## config.mk

```make
export PLATFORM = sky130hd
export DESIGN_NAME = sigma_delta_dac_mc
export DESIGN_NICKNAME = d
export VERILOG_FILES = /design/src/rtl/sigma_delta_dac_mc.sv
export SDC_FILE = /design/constraint.sdc
export NUM_CORES = 1
export LEC_CHECK = 0
export CAP_MARGIN = 20
export CORE_ASPECT_RATIO = 1.5
export CORE_UTILIZATION = 31
export CTS_CLUSTER_DIAMETER = 200
export DETAILED_ROUTE_END_ITERATION = 10
export PLACE_DENSITY_LB_ADDON = 0.08
export SYNTH_ARGS = -nofsm -noshare
export SYNTH_HDL_FRONTEND = slang
export SYNTH_SLANG_ARGS = --single-unit
```

## constraint.sdc

```tcl
create_clock -name clk -period 7 [get_ports clk]
set_clock_uncertainty 0.1 [all_clocks]
set_input_delay 1.4 -clock clk [delete_from_list [all_inputs] [get_ports clk]]
set_output_delay 1.4 -clock clk [all_outputs]
set_load 0.03 [all_outputs]
```

## src/rtl/sigma_delta_dac_mc.sv

```systemverilog
// sigma_delta_dac_mc
// Multi-channel sigma-delta DAC modulator (1st or 2nd order noise shaping).
// Unsigned offset-binary samples arrive over a valid/ready handshake into a
// single staging register and are moved to the active register on a tick.
// Every modulator steps on the divided tick and drives one PDM bit.
//
// Ports:
//   clk       clock
//   n_reset   asynchronous active-low reset
//   in_data   NCH*N sample word, channel c in bits [c*N +: N]
//   in_valid  sample word present
//   in_ready  staging register empty (registered)
//   mute      synchronous mute: zero input, clear modulator state
//   out       PDM bit per channel (registered)
//   tick      one-cycle pulse marking each modulator update edge (registered)
module sigma_delta_dac_mc #(
  parameter int unsigned N       = 16,
  parameter int unsigned NCH     = 2,
  parameter int unsigned ORDER   = 2,
  parameter int unsigned OSR_DIV = 1
) (
  input  logic             clk,
  input  logic             n_reset,
  input  logic [NCH*N-1:0] in_data,
  input  logic             in_valid,
  output logic             in_ready,
  input  logic             mute,
  output logic [NCH-1:0]   out,
  output logic             tick
);

  localparam int unsigned CW = (OSR_DIV > 1) ? $clog2(OSR_DIV) : 1;

  logic [CW-1:0]    cnt;
  logic [CW-1:0]    cnt_next;
  logic [NCH*N-1:0] staging;
  logic [NCH*N-1:0] active;

  if (ORDER != 1 && ORDER != 2) begin : g_bad_order
    $error("sigma_delta_dac_mc: ORDER must be 1 or 2");
  end

  // Update-rate divider; tick is registered so it is high exactly while cnt==OSR_DIV-1
  assign cnt_next = (cnt == CW'(OSR_DIV - 1)) ? '0 : cnt + CW'(1);

  always_ff @(posedge clk or negedge n_reset) begin
    if (!n_reset) begin
      cnt  <= '0;
      tick <= 1'b0;
    end else begin
      cnt  <= cnt_next;
      tick <= (cnt_next == CW'(OSR_DIV - 1));
    end
  end

  // Single-entry staging; in_ready doubles as the "staging empty" flag.
  // Accept and transfer are exclusive because transfer needs staging full.
  always_ff @(posedge clk or negedge n_reset) begin
    if (!n_reset) begin
      staging  <= '0;
      active   <= '0;
      in_ready <= 1'b1;
    end else if (in_valid && in_ready) begin
      staging  <= in_data;
      in_ready <= 1'b0;
    end else if (tick && !in_ready) begin
      active   <= staging;
      in_ready <= 1'b1;
    end
  end

  for (genvar c = 0; c < NCH; c++) begin : g_ch
    logic [N-1:0] x;
    logic         bit_q;

    assign x      = mute ? '0 : active[c*N +: N];
    assign out[c] = bit_q;

    if (ORDER == 1) begin : g_o1
      logic [N-1:0] acc;
      logic [N:0]   sum;

      // Carry of the phase accumulator is the output bit
      assign sum = {1'b0, acc} + {1'b0, x};

      always_ff @(posedge clk or negedge n_reset) begin
        if (!n_reset) begin
          acc   <= '0;
          bit_q <= 1'b0;
        end else if (mute) begin
          acc   <= '0;
          bit_q <= 1'b0;
        end else if (tick) begin
          acc   <= sum[N-1:0];
          bit_q <= sum[N];
        end
      end
    end else begin : g_o2
      localparam int unsigned IW      = N + 4;
      localparam int unsigned SW      = N + 6;
      localparam int          SAT_MAX = (2 ** (N + 2)) - 1;
      localparam int          SAT_MIN = -(2 ** (N + 2));
      localparam int          FB_VAL  = 2 ** N;
      localparam logic signed [SW-1:0] S_MAX = SW'(SAT_MAX);
      localparam logic signed [SW-1:0] S_MIN = SW'(SAT_MIN);

      logic signed [IW-1:0] i1;
      logic signed [IW-1:0] i2;
      logic signed [IW-1:0] i1n;
      logic signed [IW-1:0] i2n;
      logic signed [SW-1:0] xs;
      logic signed [SW-1:0] fb;
      logic signed [SW-1:0] s1;
      logic signed [SW-1:0] s2;

      // Two cascaded integrators with saturating sums; the wider SW holds
      // the unclamped sums so the clamp compare sees the true value
      always_comb begin
        xs  = SW'(x);
        fb  = bit_q ? SW'(FB_VAL) : '0;
        s1  = SW'(i1) + xs - fb;
        i1n = IW'(s1);
        if (s1 > S_MAX) begin
          i1n = IW'(SAT_MAX);
        end else if (s1 < S_MIN) begin
          i1n = IW'(SAT_MIN);
        end
        s2  = SW'(i2) + SW'(i1n) - fb;
        i2n = IW'(s2);
        if (s2 > S_MAX) begin
          i2n = IW'(SAT_MAX);
        end else if (s2 < S_MIN) begin
          i2n = IW'(SAT_MIN);
        end
      end

      // Strictly positive threshold keeps a zero input silent from reset
      always_ff @(posedge clk or negedge n_reset) begin
        if (!n_reset) begin
          i1    <= '0;
          i2    <= '0;
          bit_q <= 1'b0;
        end else if (mute) begin
          i1    <= '0;
          i2    <= '0;
          bit_q <= 1'b0;
        end else if (tick) begin
          i1    <= i1n;
          i2    <= i2n;
          bit_q <= !i2n[IW-1] && (i2n != '0);
        end
      end
    end
  end

endmodule

```

After elaboration in Yosys (flattened, before gate mapping)
Index checks and enable logic that the tools add are counted.

word-level totals
  register bits = 149
  logic and storage cells = 69
  input port bits = 36

cells by class
  add/subtract/negate cells = 9
  mux-type cells = 27
  $lt $le $gt $ge = 8
  reduce and logical (&&, ||, !) cells = 12
  bitwise gates (word level) = 2

operators by type and width
  cell                    count
  $mux W20                16
  $gt A22 B19 Y1 const B  4
  $lt A22 B19 Y1 const B  4
  $sub A21 B18 Y22        4
  $add A20 B17 Y21        2
  $add A20 B20 Y21        2
  $reduce_bool A20 Y1     2
  $mux W17                2
  $mux W16                2
  $mux W1                 7
  $logic_and A1 B1 Y1     4
  $reduce_bool A2 Y1      2
  $logic_not A1 Y1        3
  $not A1 Y1              2
  $reduce_and A2 Y1       1
  $add A1 B1 Y1 const B   1

Logic depth before layout (Yosys ltp)
  depth after elaboration = 15
  gate-level depth with buffers = 30

Worst setup path before layout
OpenSTA, ideal clock, no wires.

  path kind = input-to-reg
  from = input port mute
  to = register g_ch[1].bit_q
  data required time = 6.776 ns
  setup slack = -0.542 ns
  cell stages on the path = 27
  data arrival time = 7.318 ns
  setup time = 0.124 ns
  path through = buf_2 -> clkbuf_1 -> nand2b_1 -> ha_1 -> inv_1 -> ha_1 -> nor2b_1 -> o311ai_1 -> a311oi_1 -> o21a_1 -> o211ai_1 -> nand4b_1 -> nor3b_1 -> clkbuf_1 -> a21oi_1 -> ha_1 -> inv_1 -> ha_1 -> nor2b_1 -> o31a_1 -> o31ai_2 -> and2b_1 -> xnor2_1 -> or4_1 -> or4b_1 -> or3_1 -> o31a_1

on the way
  longest elaborated chain between the ends = 15
  elaborated cells between the ends (all ways) = 19
  classes of those cells = 4 x add/sub; 4 x order compare; 7 x mux; 4 x reduce/logical

RTL lines
  what                                                     line  text
  start: declaration                                       27    input logic mute,
  $mux W16                                                 76    assign x = mute ? '0 : active[c*N +: N];
  $add A20 B17 Y21                                         121   s1 = SW'(i1) + xs - fb;
  $sub A21 B18 Y22                                         121
  $lt A22 B19 Y1                                           125   end else if (s1 < S_MIN) begin
  $mux W20                                                 125
  $mux W20                                                 123   if (s1 > S_MAX) begin
  $add A20 B20 Y21                                         128   s2 = SW'(i2) + SW'(i1n) - fb;
  $sub A21 B18 Y22                                         128
  $lt A22 B19 Y1                                           132   end else if (s2 < S_MIN) begin
  $mux W20                                                 132
  $mux W20                                                 130   if (s2 > S_MAX) begin
  $reduce_bool A20 Y1 or $logic_not A1 Y1 (tied branches)  150   bit_q <= !i2n[IW-1] && (i2n != '0);
  $logic_and A1 B1 Y1                                      150
  $mux W1                                                  147   end else if (tick) begin
  $mux W1                                                  143   end else if (mute) begin
  end signal: assignment                                   150
  end: declaration                                         74    logic bit_q;

Several ways; a longest one is shown, not always the timed one. The select of a mux whose other input is x is not followed.
A chain may end at the register's enable or synchronous reset.

Worst setup path after layout
Ends and elaborated chain as after synthesis.

==> tab_implementation.tex <==
\begin{tabular}{lr}
\hline
Metric & Value \\
\hline
\multicolumn{2}{l}{\textbf{GRT}} \\
\quad Initial antenna violation count & 0 \\
\quad Pin count of the biggest net entering global routing & 63 \\
\quad Global-route wire length before repair & 55600 µm \\
\quad Overall fraction of global-route tracks in use & 0.182 \\
\quad GR Overflow Total & 0 \\
\quad Vias in the first global route & 10.9k \\
\multicolumn{2}{l}{\textbf{Critical path}} \\
\quad Largest fanout of any net on the critical path & 9 \\
\quad Critical path capture point type & flip-flop \\
\quad Critical path's most frequent cell & sky130\_fd\_sc\_hd\_\_ha\_4 \\
\quad Arrival time reported for the critical path endpoint & 7.14 ns \\
\quad Cell at the slowest stage of the critical path & sky130\_fd\_sc\_hd\_\_or4\_1 \\
\quad Kind of critical path & input pin to flip-flop \\
\quad Type of origin of the critical path & input pin \\
\quad Combined buffer and inverter count along the critical path & 6 \\
\quad Data required time of the critical path & 7.24 ns \\
\quad Max incr delay on CP & 0.52 ns \\
\quad Cell type group with the largest total delay on the critical path & simple AND/OR/NAND/NOR gates \\
\multicolumn{2}{l}{\textbf{Synthesis}} \\
\quad Cell Area, Synth & 11900 µm² \\
\quad Library cell with the largest summed area after synthesis & sky130\_fd\_sc\_hd\_\_dfrtp\_1 \\
\quad Number of synthesized register bits & 148 \\
\quad Prevailing post-synth register cell & sky130\_fd\_sc\_hd\_\_dfrtp\_1 \\
\quad Post-synth cell types & 78 \\
\quad Yosys synthesis warning count & 0 \\
\quad Number of enable flip-flop cells after synthesis & 0 \\
\quad Mean area per synthesized cell & 8.86 µm² \\
\quad Synthesized netlist cell count & 1347 \\
\quad Fraction of post-synthesis cell area in the top cell type by area & 0.308 \\
\quad Fraction of the yosys area taken by sequential cells & 0.310 \\
\quad Async set or reset register ratio after synthesis & 1.00 \\
\quad Post-Syn Nets & 1533 \\
\quad Top cells by area, synth & sky130\_fd\_sc\_hd\_\_dfrtp\_1, sky130\_fd\_sc\_hd\_\_ha\_1, sky130\_fd\_sc\_hd\_\_inv\_1 \\
\multicolumn{2}{l}{\textbf{STA}} \\
\quad Ratio of final minimum period to clock period & 0.985 \\
\quad Shortest period the worst path allows & 6.90 ns \\
\quad Final number of setup-violating endpoints & 0 \\
\quad Total count of max-transition violations in the final report & 0 \\
\quad Fmax & 145 MHz \\
\quad Post-route setup TNS & 0 ns \\
\quad Worst slew slack as a fraction of its limit & 0.410 \\
\quad RSZ-0062 raised after global routing & true \\
\quad Slew at the pin closest to its max-slew limit & 0.884 ns \\
\quad Hold violation total from the final report & 0 \\
\multicolumn{2}{l}{\textbf{Job}} \\
\quad Number of max-cap violations & 0 \\
\multicolumn{2}{l}{\textbf{Clocking}} \\
\quad Cell at the root of the clock tree & sky130\_fd\_sc\_hd\_\_clkbuf\_16 \\
\quad Maximum number of buffers from clock root to sink & 2 \\
\quad H-Tree Level Count & 4 \\
\quad Number of buffers created by CTS & 17 \\
\quad Number of buffers inserted by hold repair at cts & 0 \\
\quad Clock-pin slew reported for the worst setup and hold paths after clock tree synthesis & 0.07 ns \\
\quad CTS tree & yes \\
\quad Number of clock sinks seen by CTS & 148 \\
\quad Clock insertion delay at the later pin of the skew report & 0.45 ns \\
\multicolumn{2}{l}{\textbf{Floorplan}} \\
\quad DIE WIDTH & 162 µm \\
\quad Number of rows created at floorplan & 87 \\
\quad Floorplan die area & 39300 µm² \\
\quad Vert. Die Dim & 242 µm \\
\quad Initial Util & 0.316 \\
\quad IO Count & 40 \\
\quad Core region area & 37800 µm² \\
\multicolumn{2}{l}{\textbf{Placement}} \\
\quad Number of port buffers & 39 \\
\quad Final GP Congestion & 0.802 \\
\quad Cell Count Post-Placement & 2101 \\
\quad Estimated wirelength of the detail-placed design & 26600 µm \\
\multicolumn{2}{l}{\textbf{Run status}} \\
\quad Outcome & completed \\
\multicolumn{2}{l}{\textbf{Detailed routing}} \\
\quad Remaining antenna violation count & 0 \\
\quad Via Count & 10.6k \\
\quad Drt total wl & 35700 µm \\
\quad Violation count after the first detailed-routing iteration & 449 \\
\quad Number of remaining DRC errors & 0 \\
\quad Routed via count divided by cell count & 4.91 \\
\quad Average wire length per cell after detail routing & 16.5 µm \\
\quad Drt first pass iters & 7 \\
\multicolumn{2}{l}{\textbf{Final layout}} \\
\quad Proportion of layout cells with a drive suffix above 1 & 0.357 \\
\quad Combined flip-flop and latch cell area & 3710 µm² \\
\quad Diode insertion count for antenna repair & 0 \\
\quad Post-route non-filler standard cell count & 2159 \\
\quad Layout Nets & 1843 \\
\quad Area of combinational cells with multiple inputs & 8390 µm² \\
\quad Number of filler cells placed in the layout & 3727 \\
\quad Area delta synth->final & 43.2\% \\
\multicolumn{2}{l}{\textbf{Hold path}} \\
\quad Hold WC Path Type & flip-flop to flip-flop \\
\hline
\end{tabular}
==> worst reg2reg max path: cells and delay by family (launching register included) <==
family	cells	cell delay (ns)
compound gates	13	2.54
fa+ha+maj	4	1.07
buf+inv	8	1.00
simple gates	4	0.82
flops	1	0.46
==> cells in the mapped netlist (all sizes together), types with 12 or more instances <==
cell type / number
o21ai: 38
xor2: 18
o21a: 14
nor2: 89
nand2b: 52
ha: 148
dfrtp: 147
a2111oi: 15
a221oi: 18
nor2b: 12
a21o: 33
clkbuf: 39
a211oi: 46
a21oi: 104
nand2: 58
a31oi: 27
inv: 233
mux2: 64
xnor2: 42
nand3: 12
==> metrics by stage <==
| stage | utilization | worst slack [ns] | hold WS [ns] | area, µm² |
|---|---|---|---|---|
| 3_3_place_gp | 0.407 | -0.657 | 0.380 | 15400 |
| 6_report | 0.452 | 0.102 | 0.397 | 17100 |
| 3_5_place_dp | 0.407 | -0.669 | 0.387 | 15400 |
| 4_1_cts | 0.425 | 0.0133 | 0.404 | 16100 |
| 5_1_grt | 0.452 | -0.145 | 0.421 | 17100 |
| 2_1_floorplan | - | -0.0838 | 0.353 | 12500 |
==> final timing paths <==
check | from | to | slack (ns) | cells past startpoint
min in group asynchronous | n_reset | g_ch[1].g_o2.i2[15]$_DFFE_PN0P_ | 0.80 | 1
worst min register to register | g_ch[1].g_o2.i2[19]$_DFFE_PN0P_ | g_ch[1].g_o2.i2[19]$_DFFE_PN0P_ | 0.40 | 1
max in group asynchronous | n_reset | tick$_DFF_PN0_ | 4.80 | 2
worst max register to register | g_ch[0].g_o2.i1[7]$_DFFE_PN0P_ | g_ch[0].g_o2.i2[13]$_DFFE_PN0P_ | 0.86 | 29
worst max-delay path | mute | g_ch[1].bit_q$_DFFE_PN0P_ | 0.10 | 28
worst min-delay path | g_ch[1].g_o2.i2[19]$_DFFE_PN0P_ | g_ch[1].g_o2.i2[19]$_DFFE_PN0P_ | 0.40 | 1
==> logic make-up after synthesis <==
family                     Yosys count  share of synthesized area
other                                1                   0.000314
AOI/OAI and AO/OA                  356                      0.213
xor gates and xnor gates            60                     0.0440
buffers and inverters              283                     0.0903
muxes                               67                     0.0629
adders and majority gates          150                      0.159
DFF                                148                      0.310
and+or+nand+nor                    282                      0.121
==> state kept, by name, summed over array words and instances (netlist names) <==
| name | flops |
|---|---|
| tick | 1 |
| g_ch.g_o2.i1 | 40 |
| in_ready | 1 |
| g_ch.bit_q | 2 |
| g_ch.g_o2.i2 | 40 |
| active | 32 |
| staging | 32 |
==> timing repair <==
action                                  4_1_cts  5_1_grt
cloned                                        0        7
pin swaps                                     5       47
resized for setup                            18      141
buffers inserted                              4       21
endpoints found under the setup margin       31       38
==> area by class of cell <==
cell class / instances / share of cell area
multi-input combinational: 916 / 0.491
tap: 489 / 0.0358
timing repair buffer: 341 / 0.172
clock inverter: 14 / 0.00835
sequential: 148 / 0.217
inverter: 233 / 0.0512
clock buffer: 18 / 0.0251
==> layer usage <==
metal / GRT usage / part of all wire
met1: 0.183 / 0.38
met2: 0.369 / 0.58
met3: 0.0216 / 0.012
met4: 0.0683 / 0.033
met5: 0 / 0
==> cell usage in the layout, fill, tap and decap left out, drive strengths merged, types with 10 or more instances in the layout <==
master,count
mux2,64
nand4,10
xnor2,42
o21ai,38
a221oi,18
xor2,18
nor2b,12
a21o,33
nand2,58
a21oi,104
inv,240
a211oi,46
ha,148
nand2b,52
buf,298
clkdlybuf4s50,37
nand3,12
and3,10
dfrtp,147
nor2,89
a31oi,27
a2111oi,15
o21a,14
clkbuf,24
Power is left out: the tool's default activity adds up to more than one toggle a clock period on the data nets, which glitch-free logic cannot reach.
